**src/rtl/uart_pkg.sv**
```systemverilog
// Shared definitions for the FIFO-fed UART transmitter.
// State encoding, default baud divisor and counter sizing helper.
package uart_pkg;

    localparam logic [2:0] S_IDLE   = 3'd0;
    localparam logic [2:0] S_POP    = 3'd1;
    localparam logic [2:0] S_LOAD   = 3'd2;
    localparam logic [2:0] S_START  = 3'd3;
    localparam logic [2:0] S_DATA   = 3'd4;
    localparam logic [2:0] S_PARITY = 3'd5;
    localparam logic [2:0] S_STOP   = 3'd6;

    typedef enum logic [2:0] {
        IDLE   = S_IDLE,
        POP    = S_POP,
        LOAD   = S_LOAD,
        START  = S_START,
        DATA   = S_DATA,
        PARITY = S_PARITY,
        STOP   = S_STOP
    } state_t;

    localparam int CLKS_PER_BIT_DEF = 868;

    function automatic int baud_width(input int cpb);
        int w;
        w = $clog2(cpb);
        return (w < 1) ? 1 : w;
    endfunction

endpackage

```
**src/rtl/uart_baud_tick.sv**
```systemverilog
// Baud divider: counts 0..CLKS_PER_BIT-1 and flags the last cycle
// of each bit; held at zero while clear is high.
module uart_baud_tick
    import uart_pkg::*;
#(
    parameter int CLKS_PER_BIT = CLKS_PER_BIT_DEF,
    parameter int W            = baud_width(CLKS_PER_BIT)
) (
    input  logic         clk,
    input  logic         rst,
    input  logic         clear,
    output logic [W-1:0] count,
    output logic         tick
);

    localparam logic [W-1:0] LAST = W'(CLKS_PER_BIT - 1);

    assign tick = !clear && (count == LAST);

    always_ff @(posedge clk or posedge rst) begin
        if (rst) begin
            count <= '0;
        end else if (clear || tick) begin
            count <= '0;
        end else begin
            count <= count + W'(1);
        end
    end

endmodule

```
**src/rtl/fifo_uart_tx.sv**
```systemverilog
// Pops bytes from the single-clock byte FIFO and shifts each one out
// LSB-first as a UART frame with optional even parity.
module fifo_uart_tx
    import uart_pkg::*;
#(
    parameter int CLKS_PER_BIT = CLKS_PER_BIT_DEF,
    parameter int PARITY_EN    = 0,
    parameter int STOP_BITS    = 1
) (
    input  logic        clk,
    input  logic        rst,
    input  logic        tx_enable,
    input  logic        fifo_empty,
    input  logic [7:0]  fifo_dout,
    output logic        fifo_rd_en,
    output logic        tx,
    output logic        busy,
    output logic        frame_done,
    output logic [15:0] frames_sent
);

    localparam int W = baud_width(CLKS_PER_BIT);
    localparam logic [W-1:0] PENULT = W'(CLKS_PER_BIT - 2);
    localparam logic [2:0] LAST_STOP = 3'(STOP_BITS - 1);

    state_t       state;
    logic [7:0]   shift;
    logic         par;
    logic [2:0]   idx;
    logic [W-1:0] count;
    logic         tick;
    logic         clear;

    // The divider only runs while a bit is on the line, so it is
    // already at zero on the first cycle of START.
    assign clear = (state == IDLE) || (state == POP) || (state == LOAD);

    uart_baud_tick #(
        .CLKS_PER_BIT (CLKS_PER_BIT),
        .W            (W)
    ) u_baud (
        .clk   (clk),
        .rst   (rst),
        .clear (clear),
        .count (count),
        .tick  (tick)
    );

    always_ff @(posedge clk or posedge rst) begin
        if (rst) begin
            state       <= IDLE;
            tx          <= 1'b1;
            fifo_rd_en  <= 1'b0;
            busy        <= 1'b0;
            frame_done  <= 1'b0;
            frames_sent <= '0;
            idx         <= '0;
            shift       <= '0;
            par         <= 1'b0;
        end else begin
            fifo_rd_en <= 1'b0;
            frame_done <= 1'b0;
            unique case (state)
                IDLE: begin
                    tx <= 1'b1;
                    if (tx_enable && !fifo_empty) begin
                        state      <= POP;
                        fifo_rd_en <= 1'b1;
                        busy       <= 1'b1;
                    end
                end
                POP: begin
                    state <= LOAD;
                end
                LOAD: begin
                    shift <= fifo_dout;
                    par   <= ^fifo_dout;
                    idx   <= '0;
                    tx    <= 1'b0;
                    state <= START;
                end
                START: begin
                    if (tick) begin
                        tx    <= shift[0];
                        state <= DATA;
                    end
                end
                DATA: begin
                    if (tick) begin
                        if (idx == 3'd7) begin
                            idx <= '0;
                            if (PARITY_EN != 0) begin
                                tx    <= par;
                                state <= PARITY;
                            end else begin
                                tx    <= 1'b1;
                                state <= STOP;
                            end
                        end else begin
                            idx   <= idx + 3'd1;
                            shift <= shift >> 1;
                            tx    <= shift[1];
                        end
                    end
                end
                PARITY: begin
                    if (tick) begin
                        tx    <= 1'b1;
                        state <= STOP;
                    end
                end
                STOP: begin
                    // Registered pulse: raise it one cycle early so it
                    // lands on the final stop cycle.
                    if (idx == LAST_STOP && count == PENULT) begin
                        frame_done  <= 1'b1;
                        frames_sent <= frames_sent + 16'd1;
                    end
                    if (tick) begin
                        if (idx == LAST_STOP) begin
                            idx   <= '0;
                            busy  <= 1'b0;
                            state <= IDLE;
                        end else begin
                            idx <= idx + 3'd1;
                        end
                    end
                end
                default: begin
                    tx    <= 1'b1;
                    busy  <= 1'b0;
                    state <= IDLE;
                end
            endcase
        end
    end

endmodule

```
**config.mk**
```make
export PLATFORM = sky130hd
export DESIGN_NAME = fifo_uart_tx
export DESIGN_NICKNAME = d
export VERILOG_FILES = /design/src/rtl/uart_pkg.sv /design/src/rtl/uart_baud_tick.sv /design/src/rtl/fifo_uart_tx.sv
export SDC_FILE = /design/constraint.sdc
export NUM_CORES = 1
export LEC_CHECK = 0
export ABC_AREA = 1
export CORE_ASPECT_RATIO = 0.75
export CORE_MARGIN = 5
export CORE_UTILIZATION = 30
export CTS_BUF_LIST = sky130_fd_sc_hd__clkbuf_4
export DETAILED_ROUTE_END_ITERATION = 16
export GPL_TIMING_DRIVEN = 1
export HOLD_SLACK_MARGIN = 0.15
export PLACE_DENSITY = 0.5
export SYNTH_ARGS = -nofsm -noshare
export SYNTH_HDL_FRONTEND = slang
export SYNTH_HIERARCHICAL = 1
export SYNTH_SLANG_ARGS = --single-unit
```
**constraint.sdc**
```tcl
create_clock -name clk -period 2.4 [get_ports clk]
set_input_delay 0.24 -clock clk [delete_from_list [all_inputs] [get_ports clk]]
set_output_delay 0.24 -clock clk [all_outputs]
set_load 0.02 [all_outputs]
```
[After elaboration in Yosys (flattened, before gate mapping)]
Index checks and enable logic that the tools add are counted.
Storage, ports and cells
  register bits: 44
  latch bits: 0
  memory bits (writable): 0
  memory bits (read-only): 0
  logic and storage cells: 81
  memories kept: 0
Cells by class
  $add $sub $neg: 3
  multipliers: 0
  divide/modulo/power cells: 0
  magnitude comparators: 0
  equality and inequality tests: 17
  shifts and indexed selects: 0
  mux-type cells: 30
  bitwise operators: 2
  reductions and logical operators: 20
Operators with widths (number)
  $mux W3: 11
  $pmux W3 S7: 1
  $eq A10 B10 Y1 const B: 2
  $add A16 B1 Y16 const B: 1
  $mux W8: 2
  $pmux W8 S2: 1
  $eq A3 B3 Y1 const B: 4
  $mux W1: 11
  $add A10 B1 Y10 const B: 1
  $mux W10: 1
  $ne A2 B1 Y1 const B: 5
  $pmux W3 S3: 1
  $reduce_and A4 Y1: 2
  $reduce_and A7 Y1: 1
  $eq A3 B2 Y1 const B: 2
  $logic_not A3 Y1: 2
  $ne A2 B2 Y1 const B: 3
  $reduce_and A3 Y1: 2
  $pmux W1 S5: 1
  $reduce_or A5 Y1: 1
  $add A3 B1 Y3 const B: 1
  $eq A3 B1 Y1 const B: 1
  $logic_and A1 B1 Y1: 3
  $logic_or A1 B1 Y1: 3
  other kinds (7): 9

[Depth between registers and ports, before layout]
  depth after elaboration: 7
  depth in mapped cells: 12

[Cells and area by module]
The synthesis kept the hierarchy.
Modules (own cells, without submodules)
  fifo_uart_tx: instances 1, cells an instance 291, area each 2016.9 um^2, sequential area each 852.1 um^2
  uart_baud_tick: instances 1, cells an instance 74, area each 578.1 um^2, sequential area each 250.2 um^2

[Worst setup path after synthesis]
OpenSTA, ideal clock, no wires.
  path type: register -> register
  start: register u_baud.count[0]
  end: register state[2]
  library setup time: 0.117 ns
  data arrival time: 1.648 ns
  data required time: 2.283 ns
  setup slack: 0.635 ns
  stages on the path, launching flop included: 13
  path through: dfrtp_1 > ha_1 > inv_2 > nor3_2 > nand3_2 > nor2_1 > inv_1 > nand2_1 > nand2_1 > nor2_1 > nand2_1 > nand2_1 > nand2_1
Between the ends
  longest elaborated chain between the ends: 4
  elaborated cells between the ends (all ways): 7
  those cells by class: eq/ne: 5; reduce/logical: 2
RTL lines
  from (decl): RTL line uart_baud_tick.sv:12  | output logic [W-1:0] count,
  from (signal assigned): RTL line uart_baud_tick.sv:26  | count <= count + W'(1);
  $eq A10 B10 Y1 (*): RTL line uart_baud_tick.sv:18  | assign tick = !clear && (count == LAST);
  $logic_and A1 B1 Y1 (*): RTL line uart_baud_tick.sv:18
  named net tick: RTL line fifo_uart_tx.sv:31  | logic tick;
  $ne A2 B1 Y1 (no line)
  $reduce_and A7 Y1 (no line) (*)
  to (signal assigned): RTL line fifo_uart_tx.sv:51  | state <= IDLE;
  to (signal assigned): RTL line fifo_uart_tx.sv:67  | state <= POP;
  to (signal assigned): RTL line fifo_uart_tx.sv:73  | state <= LOAD;
  to (decl): RTL line fifo_uart_tx.sv:26  | state_t state;
The timed path passes the listed nets; every way through them passes the cells marked *.
A chain may end at the register's enable or synchronous reset.

[Final worst setup path]
  start: register u_baud.count[0]
  end: register idx[0]
Between the ends
  longest elaborated chain between the ends: 4
  elaborated cells between the ends (all ways): 5
  those cells by class: eq/ne: 3; reduce/logical: 2
RTL lines
  $eq A10 B10 Y1 (*): RTL line uart_baud_tick.sv:18
  $logic_and A1 B1 Y1 (*): RTL line uart_baud_tick.sv:18
  named net tick: RTL line fifo_uart_tx.sv:31
  $ne A2 B1 Y1 (no line)
  $reduce_and A3 Y1 (no line) (*)
  to (signal assigned): RTL line fifo_uart_tx.sv:100  | idx <= idx + 3'd1;
  to (signal assigned): RTL line fifo_uart_tx.sv:125  | idx <= idx + 3'd1;
  to (decl): RTL line fifo_uart_tx.sv:29  | logic [2:0] idx;
Marked as above.

==> metrics.cfg <==
[logic_synthesis]
ys.flop_type = dfrtp_1
ys_ff_latch = 44
synth_edf_count = 0
synthesis.nets = 382
yosysMostFrequentCell = nand2_1
syn_inst = 365
synth-seq-area-share_pct = 42.5
ys_top_cells_by_count = 117 x nand2_1, 53 x inv_1, 48 x nor2_1
synth_warnings = 6
avgSynthCellArea_um2 = 7.11
ys_types = 29
syn_area_um2 = 2590
yosysTopAreaCell = dfrtp_1
netlist_top_cells_area = dfrtp_1 41%, nand2_1 17%, inv_1 7.7%, nor2_1 6.9%, nand3_1 3.9%
synth_top_area_share_pct = 41.5
async_flop_share_pct = 100

[timing]
period_share_pct = 83.8
fmax_mhz = 497
setup-tns-final_ps = 0
slew_viol_final = 0
rsz0062_at_grt = no
skew_ps = 20.8
layout_min_cycle_time_ps = 2010
hold_viol = 0
finalSetupViolCount = 0
max-slew-margin-rel_pct = 67.6
tightestPinTransition_ps = 484

[routing]
final_antenna_net_count = 0
drt_iter0_drc = 64
drc = 0
num_vias = 2252
first_pass_iters = 4
wl_per_cell_um = 11.0
routed_wl_um = 5580
via_per_inst = 4.45

[cts]
root_buffer = clkbuf_4
clkTransAtPathRegs_ps = 120
hold_buffers = 0
cts_buffer_depth = 2
insertion_delay_ps = 360
post_cts_buffers = 0
htree_levels = 2
clock_sinks = 44
cts_tree = done
cts_buffers = 5
cts_resized = 0

[setup_path]
cp_top_family = simple AND/OR/NAND/NOR gates
crit_path_end_kind = register
criticalPathCategory = register to register
slowest_stage = dfrtp_1
cp.required_ps = 2620
slowest_delay_ps = 460
path_buf_inv = 2
path_max_fanout = 6
critPathArrivalTime_ps = 2230
path_cells = ha_1, inv_2, nor3_2, nand3_2, nor2_1, inv_1, o21ai_1, or2_2, o21ai_0
cp-start-kind = register

[layout]
final_cells = 506
diodes = 0
fin_nets = 415
layout-drive-gt1-share_pct = 6.53
areaGrowthSynthToFinish_pct = 17.3
final_util_pct = 36.0
fillers = 918
seqCellArea_um2 = 1100
multi_input_comb_area_um2 = 1230

[floorplanning]
initial_core_util_pct = 30.7
io_pins = 32
die_w_um = 117
die_area_um2 = 10600
die_h_um = 90.5
row_count = 29
core-area_um2 = 8450

[place]
numPortBuffers = 31
dp_cells = 499
gp_congestion = 0.812
hpwl_um = 4240

[grt]
grt_overflow = 0
antenna_found_initial = 0
grt_max_degree = 35
grt_pass1_wl_um = 10100
track_usage_pct = 11.0
grt_pass1_vias = 2157

[power]
powerDensity_nw_per_um2 = 725
vdd_ir_drop_max_mv = 0.602
leakagePower_nw = 1.41
power_w = 0.00220

[run_status]
status = finished clean

[worst_hold_path]
hp-class = input port to async pin

[flow_run]
drv_cap = 0

placed cells by master (no fill, tap or decap):
master           instances
nand2_1                117
inv_1                   53
nor2_1                  48
dfrtp_1                 43
clkdlybuf4s50_1         31
nand3_1                 20
o21ai_0                 15
nand4_1                 11
o21ai_1                 10
nand3b_1                 5
ha_1                     5
clkbuf_4                 5
nand2_2                  4
nor3_1                   4
xor2_1                   4
inv_2                    3
nor2_4                   3
nand3_2                  3
clkinv_1                 2
nor2_2                   2
xnor2_1                  2
inv_4                    1
o22ai_1                  1
a21oi_1                  1
or2_2                    1
buf_4                    1
dfstp_2                  1
nor3_2                   1
nand2_4                  1
cell families (layout without fill, tap and decap cells):
| group | after synthesis | count (layout) | synth area share (%) |
|---|---|---|---|
| AO/OA/AOI/OAI | 27 | 27 | 5.26 |
| buffers and inverters | 63 | 96 | 10.3 |
| XOR/XNOR | 6 | 6 | 2.03 |
| AND/OR/NAND/NOR | 220 | 220 | 37.6 |
| adder cells (fa/ha/maj) | 5 | 5 | 2.41 |
| flip-flops | 44 | 44 | 42.5 |
final cells by class:
| class | instances | share of cell area (%) |
|---|---|---|
| Timing Repair Buffer | 32 | 10.4 |
| Sequential cell | 44 | 36.2 |
| Multi-Input combinational cell | 258 | 40.3 |
| Clock buffer | 5 | 1.23 |
| Inverter | 57 | 7.11 |
| Clock inverter | 2 | 0.247 |
| Tap cell | 108 | 4.44 |
stage by stage:
stage	worst slack, ps	hold WS, ps	area (um^2)
CTS	368	202	3040
global route	110	209	3040
global placement	455	489	3000
detailed placement	385	484	3000
finish	389	192	3040
floorplan	635	80.2	2590
worst paths after layout:
check                                          start                   endpoint  cells after the start  slack (ps)
min reg2reg                           tx$_DFFE_PP1P_             tx$_DFFE_PP1P_                      2         490
max in group asynchronous                        rst             tx$_DFFE_PP1P_                      3        1730
min in group clk                        fifo_dout[7]       shift[7]$_DFFE_PP0P_                      3         430
max reg2reg                u_baud/count[0]$_DFF_PP0_         idx[0]$_DFFE_PP0P_                      9         390
max                        u_baud/count[0]$_DFF_PP0_         idx[0]$_DFFE_PP0P_                      9         390
min                                              rst  u_baud/count[3]$_DFF_PP0_                      2         190
flip-flops by register name, indices dropped and copies added, names as in the netlist:
register and count:
frames_sent 16, u_baud/count 10, shift 8, idx 3, state 3, busy 1
fifo_rd_en 1, frame_done 1, tx 1
where the power goes:
| group | internal, W | switching, W | total [W] |
|---|---|---|---|
| Sequential | 0.000890 | 0.000112 | 0.00100 |
| Combinational | 0.000298 | 0.000562 | 0.000860 |
| Clock | 0.000103 | 0.000241 | 0.000344 |
| Total | 0.00129 | 0.000915 | 0.00220 |
per-layer routing:
layer,track usage [%],share of wire [%],vias up
met2,16.2,41,35
met5,0,0,-
met3,2.69,4.0,5
met4,2.03,0.61,0
li1,-,-,1192
met1,16.2,54,1020
No activity file was read; power rests on OpenSTA's default activity.
